## src/rtl/div_seq_op.sv

```systemverilog
// Sequential unsigned restoring divider: one quotient bit per clock, MSB first,
// start/busy/done handshake. Optional macro DIV_ZERO_FAST_EN short-circuits B==0.
module div_seq_op #(
  parameter int N = 4,
  parameter int M = 2
) (
  input  logic         clk,
  input  logic         rst_n,
  input  logic         start,
  input  logic [N-1:0] A,
  input  logic [M-1:0] B,
  output logic         busy,
  output logic         done,
  output logic [N-1:0] Y,
  output logic [M-1:0] R,
  output logic         div_zero
);

  localparam int CW = (N > 1) ? $clog2(N) : 1;
  localparam logic [CW-1:0] LAST = CW'(N - 1);

  typedef enum logic [1:0] {IDLE, RUN, DONE} state_t;

  state_t        state;
  logic [N-1:0]  dvd;
  logic [M-1:0]  dvs;
  logic [M:0]    p;
  logic [N-1:0]  q;
  logic [CW-1:0] cnt;

  logic [M:0]    p_shift;
  logic [M:0]    p_next;
  logic [N-1:0]  q_next;
  logic          ge;

  // One restoring step: shift in the next dividend bit, subtract if it fits.
  always_comb begin
    p_shift = {p[M-1:0], dvd[N-1]};
    ge      = (p_shift >= {1'b0, dvs});
    p_next  = ge ? (p_shift - {1'b0, dvs}) : p_shift;
    q_next  = {q[N-2:0], ge};
  end

`ifdef DIV_ZERO_FAST_EN
  logic dz_q;
  assign div_zero = dz_q;
`else
  assign div_zero = 1'b0;
`endif

  always_ff @(posedge clk or negedge rst_n) begin
    if (!rst_n) begin
      state <= IDLE;
      dvd   <= '0;
      dvs   <= '0;
      p     <= '0;
      q     <= '0;
      cnt   <= '0;
      busy  <= 1'b0;
      done  <= 1'b0;
      Y     <= '0;
      R     <= '0;
`ifdef DIV_ZERO_FAST_EN
      dz_q  <= 1'b0;
`endif
    end else begin
      case (state)
        IDLE, DONE: begin
          done <= 1'b0;
          if (start) begin
            dvd <= A;
            dvs <= B;
            p   <= '0;
            q   <= '0;
            cnt <= '0;
`ifdef DIV_ZERO_FAST_EN
            if (B == '0) begin
              state <= DONE;
              done  <= 1'b1;
              Y     <= '1;
              R     <= '0;
              dz_q  <= 1'b1;
            end else begin
              state <= RUN;
              busy  <= 1'b1;
            end
`else
            state <= RUN;
            busy  <= 1'b1;
`endif
          end else begin
            state <= IDLE;
          end
        end
        RUN: begin
          dvd <= dvd << 1;
          p   <= p_next;
          q   <= q_next;
          cnt <= cnt + 1'b1;
          // With B==0 every step subtracts zero, so Y becomes all ones and
          // R keeps the low M dividend bits without any special casing.
          if (cnt == LAST) begin
            state <= DONE;
            busy  <= 1'b0;
            done  <= 1'b1;
            Y     <= q_next;
            R     <= p_next[M-1:0];
`ifdef DIV_ZERO_FAST_EN
            dz_q  <= 1'b0;
`endif
          end
        end
        default: begin
          state <= IDLE;
          busy  <= 1'b0;
          done  <= 1'b0;
        end
      endcase
    end
  end

endmodule

```

## config.mk

```make
export PLATFORM = sky130hd
export DESIGN_NAME = div_seq_op
export DESIGN_NICKNAME = d
export VERILOG_FILES = /design/src/rtl/div_seq_op.sv
export SDC_FILE = /design/constraint.sdc
export NUM_CORES = 1
export LEC_CHECK = 0
export CAP_MARGIN = 20
export CORE_ASPECT_RATIO = 0.7
export CORE_MARGIN = 3
export CORE_UTILIZATION = 45
export DETAILED_ROUTE_END_ITERATION = 10
export GPL_TIMING_DRIVEN = 0
export PLACE_DENSITY = 0.8
export SYNTH_ARGS = -nofsm -noshare
export SYNTH_HDL_FRONTEND = slang
export SYNTH_SLANG_ARGS = --single-unit
export TNS_END_PERCENT = 50
```

## constraint.sdc

```tcl
create_clock -name clk -period 1.64 [get_ports clk]
set_input_delay 0.492 -clock clk [delete_from_list [all_inputs] [get_ports clk]]
set_output_delay 0.492 -clock clk [all_outputs]
set_load 0.1 [all_outputs]
```

# After elaboration in Yosys (flattened, before gate mapping)
# Index checks and enable logic that the tools add are counted.
# word_totals
in_bits	9
ff_bits	23
# classes
n_eq_ne	5
mux	17
n_reduce_logical	7
magnitude_cmp	1
n_addsub	2
# ops
operator	count
one-hot mux 2 bit (2 select lines)	3
two-way mux 2 bit	4
one-hot mux 4 bit (2 select lines)	1
AND reduction 2 bit	4
one-hot mux 3 bit (2 select lines)	1
two-way mux 1 bit	5
equality test 2 bit, second input constant	2
two-way mux 4 bit	1
inequality test 2 bit, second input constant	2
>= comparator 3 x 2 -> 1 bit	1
two-way mux 3 bit	1
adder 2 x 1 -> 2 bit, second input constant	1
equality test 2 x 1 -> 1 bit, second input constant	1
zero test 2 bit	1
one-hot mux 1 bit (2 select lines)	1
nonzero test 2 bit	1
OR reduction 2 bit	1
subtractor 2 bit	1

# Longest topological paths before layout
# depth
depth_word	4
ltp_mapped	5
mapped_depth_nobuf	5

# Least setup slack after synthesis
# No wires, ideal clock.
# synth_path
kind	reg2reg
from	register p[0]
to	register p[1]
t_required_ps	1520
setup_ps	120
path_stages_with_launch	5
t_arrival_ps	1439
n_path_buf	0
slack_ps	82
cell_sequence	dfrtp_1 > ha_1 > a2111oi_4 > a2111oi_2 > a31o_1
# synth_between
elab_chain_len	3
# synth_rtl
item	line_no	rtl
start, declared	27	logic [M:0] p;
start signal, assigned	97	p <= p_next;
>= comparator 3 x 2 -> 1 bit / subtractor 2 bit (equally long branches)	39, 40	
two-way mux 2 bit *	40	p_next = ge ? (p_shift - {1'b0, dvs}) : p_shift;
one-hot mux 2 bit (2 select lines) *	67	case (state)
# Every way passes the cells marked *; elsewhere a longest branch is shown, timed or not.
# A chain may end at the register's enable or synchronous reset.

# Final worst setup path
# layout_path
from	register done
to	output done
# layout_lines
item	line_no	rtl
start, declared	13	output logic done,
start signal, assigned	60	done <= 1'b0;
start signal, assigned	69	done <= 1'b0;
start signal, assigned	105	done <= 1'b1;
# No word-level cell between the ends.

==> flow_summary.yaml <==
setup_path:
  critical_path.reg2reg.startpoint: "dvd[3]"
  regToRegEndpoint: "p[1]"
  critPathCaptureType: "primary output"
  required_ns: 1.15
  r2r_slack_ns: 0.08
  critPathLaunchType: "register"
  critical_path.max_stage_delay_ns: 0.42
  worstRegToRegCells: 5
  path_delay_family: "buffers and inverters"
  worst_setup_path_category: "reg -> out"
  timing.critical_path.buf_inv: 1
  critical_path.slowest_cell: "buf_2"
  arrival_ns: 1.09
  worstPathMaxFanout: 2
  crit_path_cell_trace: "buf_2"
timing:
  period_needed_ns: 1.58
  final_max_slew_viol_count: 0
  finalHoldViolCount: 0
  report.final.setup_viol: 0
  grt_setup_unrepaired: "true"
  timing.setup.tns_ns: 0
  worst_case_clock_skew_ns: 0.00581
  clock.fmax_mhz: 631
  min_period_over_period: 0.966
  fin_ws_ns: 0.0556
final_layout:
  fin_nets: 133
  n_diodes: 0
  final-instance-count-excl-fill: 152
  final_common_cell: "dfrtp_1"
  flow.area_growth_from_synthesis_pct: 20.0
  drive_gt1_frac: 0.258
  most_used_cells_in_the_layout_excluding_fill_and_tap_cells: "dfrtp_1 (23), buf_2 (9), o21ai_0 (9)"
  final_cell_area_um2: 1340
min_path:
  timing.hold.worst_endpoint: "R[1]"
  whs_path_depth: 1
  hold_path_class: "reg -> reg"
  worstHoldStart: "R[1]"
floorplanning:
  design.portCount: 18
  core-area_um2: 2260
  row_count: 14
  initial_standard_cell_utilization_of_the_core: 0.495
  chipHeight_um: 47.7
  die_width_um: 65.6
  die-area_um2: 3130
yosys:
  synth.distinct_cells: 30
  synthesis.instances: 99
  yosysTopAreaCell: "dfrtp_1"
  ys_seq_elements: 23
  synth.net_count: 111
  ys_top_cells_by_area: "dfrtp_1 (51%), mux2_2 (6.0%), o21ai_0 (4.0%)"
  post_synth.cell_area_avg_um2: 11.3
  synthDominantCellAreaShare: 0.515
  synth-seq-area-share: 0.515
  syn-cell-area_um2: 1120
  yosysWarnings: 0
detailed_routing:
  vias_post_dr: 776
  drt-total-wl_mm: 1.89
  dr.first_iter.drc_count: 19
  drt-wirelength-per-cell_um: 12.4
  vias_per_cell: 5.11
  first_pass_iters: 4
  drc: 0
  drtAntennaViolNets: 0
cts:
  clkSlewWorstSetupHoldPaths_ns: 0.12
  clock_insertion_delay_worst_skew_ns: 0.31
  cts_tree: "yes"
  ctsHtreeMaxLevel: 1
  clkSinkCount: 23
  cts_buffer_depth: 2
  tritoncts.num_buffers: 3
  cts-root-buf: "clkbuf_4"
place:
  dp_worst_setup_slack_ns: -0.340
  dpl_cell_area_um2: 1310
  dp_hpwl_mm: 1.44
  place.port_buffers: 15
  gpl.final_weighted_congestion: 0.882
  instance_count_after_placement_with_tap_cells_included: 146
global_route:
  first_pass_grt_wire_length_mm: 3.06
  initial_antenna_violation_count: 0
  grtUsageTotal: 0.135
  gr-total-overflow: 0
  grt_max_degree: 24
  first_global_vias: 668
flow_run:
  cap_viol_max_count: 0
run_status:
  run_status: "completed"
layout make-up:
cell class	count	area (um^2)
Buffer	5	26.3
Tap cell	32	40.0
Fill cell	193	917
Clock buffer	4	26.3
Inverter	4	15.0
Sequential cell	23	576
Timing Repair Buffer	17	138
Multi-Input combinational cell	67	522
cells by family (layout without fill, tap and decap cells):
family | Yosys count | in the layout | synth area share
other | 1 | 1 | 0.00335
and+or+nand+nor | 24 | 24 | 0.113
AOI/OAI and AO/OA | 29 | 29 | 0.204
buffers and inverters | 9 | 30 | 0.0369
adders and majority gates | 3 | 3 | 0.0336
xor gates and xnor gates | 1 | 1 | 0.00783
DFF | 23 | 23 | 0.515
muxes | 9 | 9 | 0.0872
worst register-to-register path: stages (launching register included):
cell and delay (ns):
dfrtp_1 0.41, inv_1 0.12, ha_4 0.23, a2111oi_4 0.40, a2111oi_2 0.10, a31o_1 0.20
routing by layer:
metal	global-route usage	routed length, um	vias up
met5	0	0	-
met4	0.0248	8	0
met3	0.0587	127	2
met2	0.211	793	19
met1	0.179	959	360
li1	-	-	395
synth_stat cells (all sizes together):
cell type and instances:
nand2 8, and2b 1, a31o 1, a21oi 3
a2111oi 3, xnor2 1, and2 1, o31ai 2
o22ai 1, buf 4, a211oi 3, nand3b 1
dfrtp 23, conb 1, or2 1, mux2i 3
clkbuf 1, a31oi 1, nand2b 3, ha 3
o2bb2ai 1, o21ai 9, nor2b 4, a22o 4
nor2 5, a21o 1, inv 4, mux2 6
registers in the layout (all words and copies together), names as in the netlist:
name,flops
q,3
R,2
dvd,4
p,2
busy,1
Y,4
cnt,2
state,2
done,1
dvs,2
worst max path at each step:
stage / from / to / slack [ns] / cells after the start
floorplan: p[0] / p[1] / 0.08 / 4
global placement: busy / busy / -0.33 / 1
detailed placement: busy / busy / -0.34 / 1
CTS: Y[3] / Y[3] / -0.07 / 1
global route: dvs[1] / R[0] / -0.003 / 5
finish: done / done / 0.06 / 1
metrics by stage:
step / util / hold WS (ns)
6_report: 0.594 / 0.483
5_1_grt: 0.594 / 0.509
4_1_cts: 0.579 / 0.487
3_5_place_dp: 0.579 / 0.465
3_3_place_gp: 0.579 / 0.460
2_1_floorplan: - / 0.196
timing repair:
action	4_1_cts	5_1_grt
setup buffers	0	1
resized for setup	41	4
hold buffers	0	0
pin swaps	0	1
setup endpoints to repair	12	5
Power is not shown: default switching activity piles up to over one toggle a cycle in this logic, so the estimate is an artifact.
